--- src/rtl/serializer_pkg.sv ---
// -----------------------------------------------------------------------------
// serializer_pkg
//   Shared definitions for the 3-bit-address / 16-bit-data serial link.
//   The remote deserializer uses the same widths.
//   Contents:
//     ADDR_W, DATA_W, FRAME_W : word and frame widths
//     CNT_W                   : width of the completed-frame counter
//     BITCNT_W                : width of the in-frame bit counter
//     ser_state_e             : transmit state machine states
//     frame_t / pack_frame    : 19-bit frame type and {addr, data} packing
// -----------------------------------------------------------------------------
package serializer_pkg;

    localparam int unsigned ADDR_W   = 3;
    localparam int unsigned DATA_W   = 16;
    localparam int unsigned FRAME_W  = ADDR_W + DATA_W;
    localparam int unsigned CNT_W    = 16;
    localparam int unsigned BITCNT_W = $clog2(FRAME_W);

    typedef enum logic [1:0] {
        IDLE,
        LOAD_WAIT,
        SHIFT,
        GAP
    } ser_state_e;

    typedef logic [FRAME_W-1:0] frame_t;

    function automatic frame_t pack_frame(input logic [ADDR_W-1:0] addr,
                                          input logic [DATA_W-1:0] data);
        return {addr, data};
    endfunction

endpackage

--- src/rtl/serializer_fifo.sv ---
// -----------------------------------------------------------------------------
// serializer_fifo
//   Synchronous FIFO holding frames waiting for the shifter.
//   Parameters: WIDTH (entry width), DEPTH (entries, power of two, >= 2).
//   Ports:
//     clk_i    : clock, rising edge
//     rst_ni   : asynchronous active-low reset (empties the FIFO)
//     push_i   : write data_i (ignored when full)
//     data_i   : entry to write
//     pop_i    : drop the head entry (ignored when empty)
//     data_o   : head entry (valid while !empty_o)
//     full_o   : no free entry
//     empty_o  : no stored entry
// -----------------------------------------------------------------------------
module serializer_fifo
    import serializer_pkg::*;
#(
    parameter int unsigned WIDTH = FRAME_W,
    parameter int unsigned DEPTH = 4
) (
    input  logic             clk_i,
    input  logic             rst_ni,
    input  logic             push_i,
    input  logic [WIDTH-1:0] data_i,
    input  logic             pop_i,
    output logic [WIDTH-1:0] data_o,
    output logic             full_o,
    output logic             empty_o
);

    localparam int unsigned AW = $clog2(DEPTH);

    logic [WIDTH-1:0] mem_q [DEPTH];
    // One extra pointer bit distinguishes full from empty.
    logic [AW:0]      wr_ptr_q;
    logic [AW:0]      rd_ptr_q;
    logic             do_push;
    logic             do_pop;

    assign empty_o = (wr_ptr_q == rd_ptr_q);
    assign full_o  = (wr_ptr_q[AW] != rd_ptr_q[AW]) &&
                     (wr_ptr_q[AW-1:0] == rd_ptr_q[AW-1:0]);
    assign data_o  = mem_q[rd_ptr_q[AW-1:0]];
    assign do_push = push_i && !full_o;
    assign do_pop  = pop_i && !empty_o;

    always_ff @(posedge clk_i or negedge rst_ni) begin
        if (!rst_ni) begin
            wr_ptr_q <= '0;
            rd_ptr_q <= '0;
        end else begin
            if (do_push) wr_ptr_q <= wr_ptr_q + (AW+1)'(1);
            if (do_pop)  rd_ptr_q <= rd_ptr_q + (AW+1)'(1);
        end
    end

    always_ff @(posedge clk_i) begin
        if (do_push) mem_q[wr_ptr_q[AW-1:0]] <= data_i;
    end

endmodule

--- src/rtl/serializer.sv ---
// -----------------------------------------------------------------------------
// serializer
//   Transmit end of the 3-bit-address / 16-bit-data serial link. Sends each
//   accepted {P_ADDR, P_DATA} word MSB first as a 19-bit frame on TX_DATA,
//   clocked by the free-running TX_SCLK; TX_LOAD marks the last bit.
//   Optional build macro: SERIALIZER_FIFO_EN (FIFO_DEPTH-entry input FIFO,
//   frames go out back-to-back separated only by the gap).
//   Parameters: CLK_DIV (TX_SCLK half period in CLK cycles), GAP_BITS (idle
//   TX_SCLK periods after each frame), FIFO_DEPTH (FIFO build only).
//   Ports:
//     CLK     : system clock, rising edge
//     RST     : asynchronous active-low reset
//     P_ADDR  : word address, frame bits [18:16]
//     P_DATA  : word data, frame bits [15:0]
//     P_VALID : word offered
//     P_READY : word accepted when P_VALID && P_READY
//     TX_SCLK : serial clock, remote samples on rising edge
//     TX_DATA : serial data, changes on TX_SCLK falling events
//     TX_LOAD : high during the last bit period of a frame
//     TX_BUSY : high from acceptance through the end of the gap
//     TX_CNT  : completed frames, wrapping
// -----------------------------------------------------------------------------
module serializer
    import serializer_pkg::*;
#(
    parameter int unsigned CLK_DIV    = 2,
    parameter int unsigned GAP_BITS   = 1,
    parameter int unsigned FIFO_DEPTH = 4
) (
    input  logic              CLK,
    input  logic              RST,
    input  logic [ADDR_W-1:0] P_ADDR,
    input  logic [DATA_W-1:0] P_DATA,
    input  logic              P_VALID,
    output logic              P_READY,
    output logic              TX_SCLK,
    output logic              TX_DATA,
    output logic              TX_LOAD,
    output logic              TX_BUSY,
    output logic [CNT_W-1:0]  TX_CNT
);

    if (CLK_DIV < 1 || GAP_BITS < 1 || FIFO_DEPTH < 2 ||
        (FIFO_DEPTH & (FIFO_DEPTH - 1)) != 0) begin : g_bad_params
        $error("serializer: illegal CLK_DIV / GAP_BITS / FIFO_DEPTH");
    end

    localparam int unsigned DIV_W = (CLK_DIV > 1) ? $clog2(CLK_DIV) : 1;
    localparam int unsigned GAP_W = (GAP_BITS > 1) ? $clog2(GAP_BITS) : 1;
    localparam logic [DIV_W-1:0]    DIV_LAST = DIV_W'(CLK_DIV - 1);
    localparam logic [GAP_W-1:0]    GAP_LAST = GAP_W'(GAP_BITS - 1);
    localparam logic [BITCNT_W-1:0] BIT_TOP  = BITCNT_W'(FRAME_W - 1);

    // ---------------------------------------------------------------- divider
    logic [DIV_W-1:0] div_q, div_d;
    logic             sclk_q, sclk_d;
    logic             div_wrap;
    logic             fall_evt;

    assign div_wrap = (div_q == DIV_LAST);
    // The only cycle in which serial outputs and the FSM may move.
    assign fall_evt = div_wrap && sclk_q;

    always_comb begin
        div_d  = div_q + DIV_W'(1);
        sclk_d = sclk_q;
        if (div_wrap) begin
            div_d  = '0;
            sclk_d = ~sclk_q;
        end
    end

    always_ff @(posedge CLK or negedge RST) begin
        if (!RST) begin
            div_q  <= '0;
            sclk_q <= 1'b0;
        end else begin
            div_q  <= div_d;
            sclk_q <= sclk_d;
        end
    end

    // ------------------------------------------------------------ FSM state
    ser_state_e          state_q;
    frame_t              shreg_q;
    logic [BITCNT_W-1:0] bitcnt_q;
    logic [GAP_W-1:0]    gapcnt_q;
    logic                data_q;
    logic                load_q;
    logic                busy_q;
    logic [CNT_W-1:0]    cnt_q;

    logic                gap_done;
    logic                start;
    frame_t              start_word;

    assign gap_done = fall_evt && (state_q == GAP) && (gapcnt_q == GAP_LAST);

`ifdef SERIALIZER_FIFO_EN
    logic   fifo_full;
    logic   fifo_empty;
    logic   fifo_pop;
    frame_t fifo_head;
    logic   restart;

    // A waiting frame follows the gap directly, skipping IDLE and LOAD_WAIT,
    // so consecutive frames are separated by exactly GAP_BITS periods.
    assign restart    = gap_done && !fifo_empty;
    assign start      = (state_q == IDLE) && !fifo_empty;
    assign start_word = fifo_head;
    assign fifo_pop   = start || restart;
    assign P_READY    = RST && !fifo_full;

    serializer_fifo #(
        .WIDTH (FRAME_W),
        .DEPTH (FIFO_DEPTH)
    ) u_fifo (
        .clk_i   (CLK),
        .rst_ni  (RST),
        .push_i  (P_VALID && P_READY),
        .data_i  (pack_frame(P_ADDR, P_DATA)),
        .pop_i   (fifo_pop),
        .data_o  (fifo_head),
        .full_o  (fifo_full),
        .empty_o (fifo_empty)
    );
`else
    assign P_READY    = RST && (state_q == IDLE);
    assign start      = P_VALID && P_READY;
    assign start_word = pack_frame(P_ADDR, P_DATA);
`endif

    always_ff @(posedge CLK or negedge RST) begin
        if (!RST) begin
            state_q  <= IDLE;
            shreg_q  <= '0;
            bitcnt_q <= '0;
            gapcnt_q <= '0;
            data_q   <= 1'b0;
            load_q   <= 1'b0;
            busy_q   <= 1'b0;
            cnt_q    <= '0;
        end else begin
            case (state_q)
                IDLE: begin
                    if (start) begin
                        shreg_q <= start_word;
                        busy_q  <= 1'b1;
                        state_q <= LOAD_WAIT;
                    end
                end
                LOAD_WAIT: begin
                    if (fall_evt) begin
                        data_q   <= shreg_q[FRAME_W-1];
                        shreg_q  <= shreg_q << 1;
                        bitcnt_q <= BIT_TOP;
                        state_q  <= SHIFT;
                    end
                end
                SHIFT: begin
                    if (fall_evt) begin
                        if (bitcnt_q == '0) begin
                            data_q   <= 1'b0;
                            load_q   <= 1'b0;
                            cnt_q    <= cnt_q + CNT_W'(1);
                            gapcnt_q <= '0;
                            state_q  <= GAP;
                        end else begin
                            data_q   <= shreg_q[FRAME_W-1];
                            shreg_q  <= shreg_q << 1;
                            bitcnt_q <= bitcnt_q - BITCNT_W'(1);
                            // Counter about to reach 0: bit 0 goes out now.
                            load_q   <= (bitcnt_q == BITCNT_W'(1));
                        end
                    end
                end
                GAP: begin
                    if (fall_evt) begin
                        if (gapcnt_q == GAP_LAST) begin
`ifdef SERIALIZER_FIFO_EN
                            if (!fifo_empty) begin
                                data_q   <= fifo_head[FRAME_W-1];
                                shreg_q  <= fifo_head << 1;
                                bitcnt_q <= BIT_TOP;
                                state_q  <= SHIFT;
                            end else begin
                                busy_q  <= 1'b0;
                                state_q <= IDLE;
                            end
`else
                            busy_q  <= 1'b0;
                            state_q <= IDLE;
`endif
                        end else begin
                            gapcnt_q <= gapcnt_q + GAP_W'(1);
                        end
                    end
                end
                default: state_q <= IDLE;
            endcase
        end
    end

    assign TX_SCLK = sclk_q;
    assign TX_DATA = data_q;
    assign TX_LOAD = load_q;
    assign TX_BUSY = busy_q;
    assign TX_CNT  = cnt_q;

endmodule
--- config.mk ---
export PLATFORM = sky130hd
export DESIGN_NAME = serializer
export DESIGN_NICKNAME = d
export VERILOG_FILES = /design/src/rtl/serializer_pkg.sv /design/src/rtl/serializer_fifo.sv /design/src/rtl/serializer.sv
export SDC_FILE = /design/constraint.sdc
export NUM_CORES = 1
export LEC_CHECK = 0
export CELL_PAD_IN_SITES_DETAIL_PLACEMENT = 1
export CELL_PAD_IN_SITES_GLOBAL_PLACEMENT = 1
export CORE_MARGIN = 2
export CORE_UTILIZATION = 50
export CTS_BUF_LIST = sky130_fd_sc_hd__clkbuf_16
export CTS_CLUSTER_DIAMETER = 40
export DETAILED_ROUTE_END_ITERATION = 10
export DONT_BUFFER_PORTS = 1
export PLACE_DENSITY = 0.87
export SLEW_MARGIN = 10
export SYNTH_ARGS = -nofsm -noshare
export SYNTH_HDL_FRONTEND = slang
export SYNTH_SLANG_ARGS = --single-unit
export TNS_END_PERCENT = 5
--- constraint.sdc ---
create_clock -name CLK -period 2.7 [get_ports CLK]
set_clock_uncertainty 0.15 [all_clocks]
set_input_delay 0.54 -clock CLK [delete_from_list [all_inputs] [get_ports CLK]]
set_output_delay 0.54 -clock CLK [all_outputs]
set_load 0.05 [all_outputs]
* Word-level counts from Yosys, hierarchy flattened *
Cells that the tools add are included.

word-level totals
  register bits after elaboration = 48
  bits of input ports = 22
  output and inout bits = 21
  word-level logic and storage cells = 74

cells by class
  $add $sub $neg = 4
  eq/ne operators = 11
  multiplexer cells = 31
  bitwise operators = 1
  reductions and logical operators = 17

operators by type and width
  kind                                                  count
  two-way mux 19 bit                                    4
  case mux 19 bit (3 select lines)                      1
  adder 16 x 1 -> 16 bit (second input constant)        1
  two-way mux 5 bit                                     3
  != test 2 bit (second input constant)                 7
  two-way mux 1 bit                                     12
  two-way mux 2 bit                                     6
  AND reduction 4 bit                                   3
  case mux 5 bit (2 select lines)                       1
  case mux 2 bit (4 select lines)                       1
  case mux 1 bit (2 select lines)                       3
  AND reduction 3 bit                                   2
  AND reduction 6 bit                                   1
  nonzero test 2 bit                                    3
  equality test 5 x 1 -> 1 bit (second input constant)  1
  zero test 5 bit                                       1
  AND reduction 5 bit                                   1
  subtractor 5 x 1 -> 5 bit (second input constant)     1
  equality test 2 bit (second input constant)           2
  logical AND 1 bit                                     3
  nonzero test 3 bit                                    1
  adder 1 bit (second input constant)                   2
  equality test 2 x 1 -> 1 bit (second input constant)  1
  zero test 2 bit                                       1
  other kinds (2)                                       2

* Longest topological paths before layout *
Gate-level depths: netlist of run 1.

  depth in word-level cells = 5
  gate-level depth with buffers = 7
  mapped depth without buffers = 6

* Worst setup path before layout of run 1 *
OpenSTA, ideal clock, no wires.

  path kind = register -> register
  start point = reg bitcnt_q[0]
  end point = reg shreg_q[10]
  library setup time = 128 ps
  data arrival time = 1951 ps
  required time = 2422 ps
  path slack = 471 ps
  stages on the path, launching flop included = 8
  buffers on the path = 1
  period minus slack after synthesis = 2229 ps
  cell sequence = dfrtp_1 > inv_1 > ha_1 > nor4b_2 > nor2_1 > o21ai_2 > buf_4 > mux2_1

on the way
  longest elaborated chain between the ends = 3

RTL lines
  element                               line               text
  start: declaration                    serializer.sv:86   logic [BITCNT_W-1:0] bitcnt_q;
  start signal: assignment              serializer.sv:171  bitcnt_q <= bitcnt_q - BITCNT_W'(1);
  zero test 5 bit                       serializer.sv:162  if (bitcnt_q == '0) begin
  != test 2 bit (no source line)        n/a
  AND reduction 5 bit (no source line)  n/a
  end signal: assignment                serializer.sv:147  shreg_q <= start_word;
  end signal: assignment                serializer.sv:155  shreg_q <= shreg_q << 1;
  end signal: assignment                serializer.sv:170  shreg_q <= shreg_q << 1;
  end: declaration                      serializer.sv:85   frame_t shreg_q;

Every way passes these cells.
A chain may end at the register's enable or synchronous reset.

* Worst setup path after layout of run 1 *
  start point = reg bitcnt_q[1]
  end point = reg cnt_q[10] (netlist: TX_CNT[10])

on the way
  longest elaborated chain between the ends = 2

RTL lines
  element                               line               text
  zero test 5 bit                       serializer.sv:162
  AND reduction 3 bit (no source line)  n/a
  end signal: assignment                serializer.sv:165  cnt_q <= cnt_q + CNT_W'(1);
  end: declaration                      serializer.sv:91   logic [CNT_W-1:0] cnt_q;

Every way passes these cells.

==> flow_summary.yaml, run 1 <==
yosys:
  async_flop_share_pct: 100
  synth.distinct_cells: 40
  yosysSeqAreaShare_pct: 49.6
  synth_top_area_share_pct: 49.6
  yosys_warnings: 0
  synth.most_common_cell: "dfrtp_1"
  syn-cell-area_um2: 2370
  avgSynthCellArea_um2: 12.3
  netlist_instances: 192
  synthFlopType: "dfrtp_1"
  synth-edff-count: 0
  synthTopCellsByCount: "47 x dfrtp_1, 21 x mux2_2, 18 x mux2_1, 11 x nand2_1, 11 x xnor2_1"
  yosys.area.top_type: "dfrtp_1"
  synth_area_leaders: "dfrtp_1 50%, mux2_2 10%, mux2_1 8.6%, ha_1 4.8%, xnor2_1 4.1%"
  synth-seq-cells: 47
  synth_nets: 223
power:
  p_sw_share_pct: 19.2
  combPwrFrac_pct: 1.4
  irDropWorstVdd_v: 0.000311
  p_leak_nw: 1.34
  power_mw: 1.42
  power.net_switching_uw: 272
  p_clk_share_pct: 49.0
  seqPwrFrac_pct: 49.7
  power_density_nw_per_um2: 529
  p_int_mw: 1.15
worst_setup_path:
  r2r_slack_ns: 0.13
  start_kind: "register"
  path_class: "register to register"
  crit_arrival_ns: 2.57
  r2r_start: "bitcnt_q[1]"
  end_kind: "register"
  cp.required_ns: 2.70
  regToRegEndpoint: "TX_CNT[10]"
  cp_max_fo: 10
  r2r.worst_path.cells: 6
die:
  io_pins: 43
  core_um2: 4660
  row_count: 25
  die-area_um2: 5310
  fp.dieH_um: 72.8
  die_w_um: 72.8
  initial_core_util_pct: 50.8
worst_hold_path:
  min_path_type: "register to register"
  hold_end: "shreg_q[0]"
  holdPathStages: 1
  worstHoldStart: "shreg_q[0]"
sta:
  setup_viol: 0
  max_freq_mhz: 389
  fin_crit_sh_pct: 95.2
  tns_ns: 0
  rsz0062_at_grt: "false"
  slew_viol_final: 0
  tightestPinTransition_ns: 0.750
  finalCriticalPeriod_ns: 2.57
  max-slew-margin-rel_pct: 50.0
  hold_viol_final: 0
final_layout:
  final_layout_size_suffix_gt1_share_pct: 22.9
  regArea_um2: 1180
  fin_nets: 235
  num_antenna_cells: 0
  area_growth_pct: 13.1
  multi_input_area_um2: 1130
  fillers: 477
run:
  cap_violations: 0
clocking:
  clk_latency_ns: 0.29
  clock-root-buffer: "clkbuf_16"
  cts_hold_repair.buffers: 2
  cts-htree-levels: 2
  cts_buffer_depth: 2
  tritoncts: "built"
  path_clk_slew_ns: 0.06
  numCtsBuffers: 5
  clock-sinks: 47
  cts_setup_buffers: 0
  cts_resized: 0
global_route:
  grt_start_max_net_pins: 48
  grt_pass1_wl_mm: 8.40
  grt_usage_pct: 21.4
  antenna_found_initial: 0
  overflow: 0
  grt_pass1_vias: 1692
place:
  place.gp.congestion: 0.816
  dp_hpwl_mm: 3.55
  port_buffers: 0
route:
  drt_pass1_iterations: 4
  drc: 0
  via_per_inst: 5.90
  vias: 1528
  drtIter0Drc: 60
  ant_nets: 0
  routed_wl_mm: 5.07
  drt-wirelength-per-cell_um: 19.6
status:
  status: "finished, final reports clean"
layout make-up:
class / count / area share [%]
multi-input combinational: 132 / 42.3
tap: 54 / 2.52
timing repair buffer: 12 / 4.20
clock buffer: 5 / 4.67
inverter: 6 / 0.840
sequential: 47 / 43.9
clock inverter: 3 / 1.63
power by group through the flow:
stage / combinational (mW) / sequential (mW) / clock, mW
2_1_floorplan: 0.000531 / 0.717 / 0
3_3_place_gp: 0.000531 / 0.717 / 0
3_5_place_dp: 0.000531 / 0.717 / 0
4_1_cts: 0.0207 / 0.704 / 0.707
5_1_grt: 0.0222 / 0.704 / 0.734
6_report: 0.0194 / 0.704 / 0.694
state kept, by name (all words and copies together) (netlist names):
name,count
shreg_q,19
TX_CNT,16
bitcnt_q,5
state_q,2
TX_BUSY,1
TX_DATA,1
TX_LOAD,1
TX_SCLK,1
div_q,1
logic make-up (layout without fill, tap and decap cells):
group                    after synthesis  in the layout  share of synthesized area (%)
buffers and inverters                 13             26                           2.53
AND/OR/NAND/NOR                       44             44                           11.7
adder cells (fa/ha/maj)                9              9                           4.75
flip-flops                            47             47                           49.6
multiplexers                          40             40                           19.0
AO/OA/AOI/OAI                         23             23                           6.50
XOR/XNOR                              16             16                           5.91
cell usage in the layout, fill, tap and decap left out, drive strengths merged, types with 6 or more instances in the layout:
cell,instances
dfrtp,47
mux2,39
nand2,11
xnor2,11
buf,11
ha,9
o21ai,9
nor2,7
inv,6
nand3,6
metal layers:
| metal | up-vias | global-route usage, % | wire [um] |
|---|---|---|---|
| met5 | - | 0 | 0 |
| met4 | 0 | 9.26 | 99 |
| met3 | 6 | 6.08 | 240 |
| met2 | 39 | 36.7 | 2630 |
| met1 | 776 | 25.1 | 2100 |
| li1 | 707 | - | - |
per-stage QoR:
stage / util [%] / area, um2 / setup WS [ns] / hold WS, ns / std cells
finish: 57.5 / 2680 / 0.129 / 0.338 / 259
CTS: 57.5 / 2680 / 0.152 / 0.343 / 259
detailed placement: 53.1 / 2470 / 0.232 / 0.0959 / 249
global placement: 53.1 / 2470 / 0.365 / 0.0962 / 249
floorplan: - / 2370 / 0.471 / 0.0944 / 192
global route: 57.5 / 2680 / 0.0110 / 0.357 / 259
worst max-delay path by stage:
stage / startpoint / to / cells after the start
2_1_floorplan: bitcnt_q[0] / shreg_q[10] / 7
3_3_place_gp: bitcnt_q[0] / TX_CNT[11] / 6
6_report: bitcnt_q[1] / TX_CNT[10] / 6
5_1_grt: bitcnt_q[1] / TX_CNT[10] / 6
3_5_place_dp: bitcnt_q[1] / TX_CNT[10] / 6
4_1_cts: bitcnt_q[1] / TX_CNT[10] / 6
worst max-delay path: stages (launching register included):
cell and delay, ns:
dfrtp_1 0.38, inv_1 0.13, ha_1 0.25, or4b_1 0.68
nor4_4 0.45, nand3_1 0.19, xnor2_1 0.18
(Power assumes the default switching activity.)
==> run 2: changes to the inputs <==
CAP_MARGIN = 10   (was unset)
CORE_MARGIN = 3   (was 2)
==> flow_summary.yaml, run 2 (synthesis results as in run 1) <==
die:
  fp.dieH_um: 74.8
  die-area_um2: 5600
  die_w_um: 74.8
  row_count: 24
  io_pins: 43
  initial_core_util_pct: 53.0
  core_um2: 4470
clocking:
  cts_setup_buffers: 0
  cts_buffer_depth: 2
  cts-htree-levels: 2
  clk_latency_ns: 0.29
  path_clk_slew_ns: 0.07
  clock-root-buffer: "clkbuf_16"
  tritoncts: "built"
  clock-sinks: 47
  numCtsBuffers: 5
power:
  power.net_switching_uw: 280
  p_int_mw: 1.15
  p_sw_share_pct: 19.6
  combPwrFrac_pct: 1.4
  p_leak_nw: 1.35
  power_density_nw_per_um2: 533
  p_clk_share_pct: 49.5
  seqPwrFrac_pct: 49.2
  irDropWorstVdd_v: 0.000314
sta:
  hold_viol_final: 0
  fin_crit_sh_pct: 87.7
  rsz0062_at_grt: "false"
  tightestPinTransition_ns: 0.757
  slew_viol_final: 0
  max-slew-margin-rel_pct: 49.5
  max_freq_mhz: 422
  setup_viol: 0
  setup_slack_ns: 0.332
  tns_ns: 0
  finalCriticalPeriod_ns: 2.37
worst_setup_path:
  end_kind: "register"
  cp_max_fo: 10
  start_kind: "register"
  cp.required_ns: 2.70
  crit_arrival_ns: 2.37
  path_class: "register to register"
route:
  vias: 1543
  met3WireLength_um: 275
  via_per_inst: 6.00
  wl_met1_mm: 2.11
  drc: 0
  routed_wl_mm: 5.16
  ant_nets: 0
  routed.top_layer: "met4"
  wl_met2_mm: 2.70
  drtIter0Drc: 80
  drt_pass1_iterations: 4
  drt-wirelength-per-cell_um: 20.1
global_route:
  grt_start_max_net_pins: 48
  grt_usage_pct: 20.1
  antenna_found_initial: 0
  grt_pass1_wl_mm: 8.31
  overflow: 0
  grt_pass1_vias: 1664
final_layout:
  regMostFlops: "shreg_q"
  num_antenna_cells: 0
  mostFrequentLayoutCell: "dfrtp_1"
  area_growth_pct: 13.4
  final_cell_mix: "47 x dfrtp_1, 21 x mux2_2, 18 x mux2_1"
  fin_util_pct: 60.0
  final_layout_size_suffix_gt1_share_pct: 23.4
  largest_reg_flops: 19
  fin_nets: 235
run:
  cap_violations: 0
place:
  dp_hpwl_mm: 3.54
  port_buffers: 0
  place.gp.congestion: 0.795
  pre_cts_ws_ns: 0.236
worst_hold_path:
  min_path_type: "register to register"
status:
  status: "finished, final reports clean"
run 2: cell types whose count changed in the layout (fill, tap and decap cells not counted), sizes merged:
cell    delta
clkinv     -1
inv        +1
run 2: metal layers:
layer,GRT usage [%],up-vias
met5,0,-
met4,6.52,0
met3,6.54,8
met2,34.2,40
met1,23.9,784
li1,-,711
run 2: final timing paths:
kind	start	to	slack (ns)	cells past startpoint
setup / recovery	bitcnt_q[0]	TX_CNT[11]	0.33	6
hold / removal	shreg_q[4]	shreg_q[4]	0.34	1
setup reg to reg	bitcnt_q[0]	TX_CNT[11]	0.33	6
hold reg to reg	shreg_q[4]	shreg_q[4]	0.34	1
max in group asynchronous	RST	bitcnt_q[1]	1.59	2
min in group asynchronous	RST	bitcnt_q[2]	0.60	2
run 2: final cells by class:
class / count / area [um2]
inverter: 6 / 22.5
tap: 52 / 65.1
fill: 443 / 1790
sequential: 47 / 1180
multi-input combinational: 132 / 1140
timing repair buffer: 12 / 113
clock inverter: 3 / 47.5
clock buffer: 5 / 125
run 2: stage by stage:
step                      hold WS (ns)  total power, mW  cell area [um2]  std cells
final                            0.340             1.43             2690        257
after global placement          0.0958            0.718             2470        247
after detailed placement        0.0958            0.718             2470        247
after global routing             0.358             1.47             2690        257
after CTS                        0.329             1.45             2680        257
after floorplan                 0.0944            0.718             2370        192
run 2: power groups by stage:
stage	sequential (mW)	clock (mW)	combinational [mW]
finish	0.704	0.708	0.0194
global route	0.703	0.749	0.0220
CTS	0.704	0.722	0.0207
detailed placement	0.717	0	0.000531
global placement	0.717	0	0.000531
floorplan	0.717	0	0.000531
run 2: timing repair:
| item | 4_1_cts | 5_1_grt |
|---|---|---|
| endpoints found under the hold margin | 47 | 0 |
| hold buffers | 2 | 0 |
| endpoints found under the setup margin | 0 | 1 |
| resized for setup | 0 | 1 |
run 2: critical path, cell delays in order, from the launching register on:
cell     delay, ns
dfrtp_1       0.44
inv_1         0.09
ha_1          0.22
or4b_4        0.59
nor4_4        0.41
nand4_1       0.17
xnor2_1       0.17
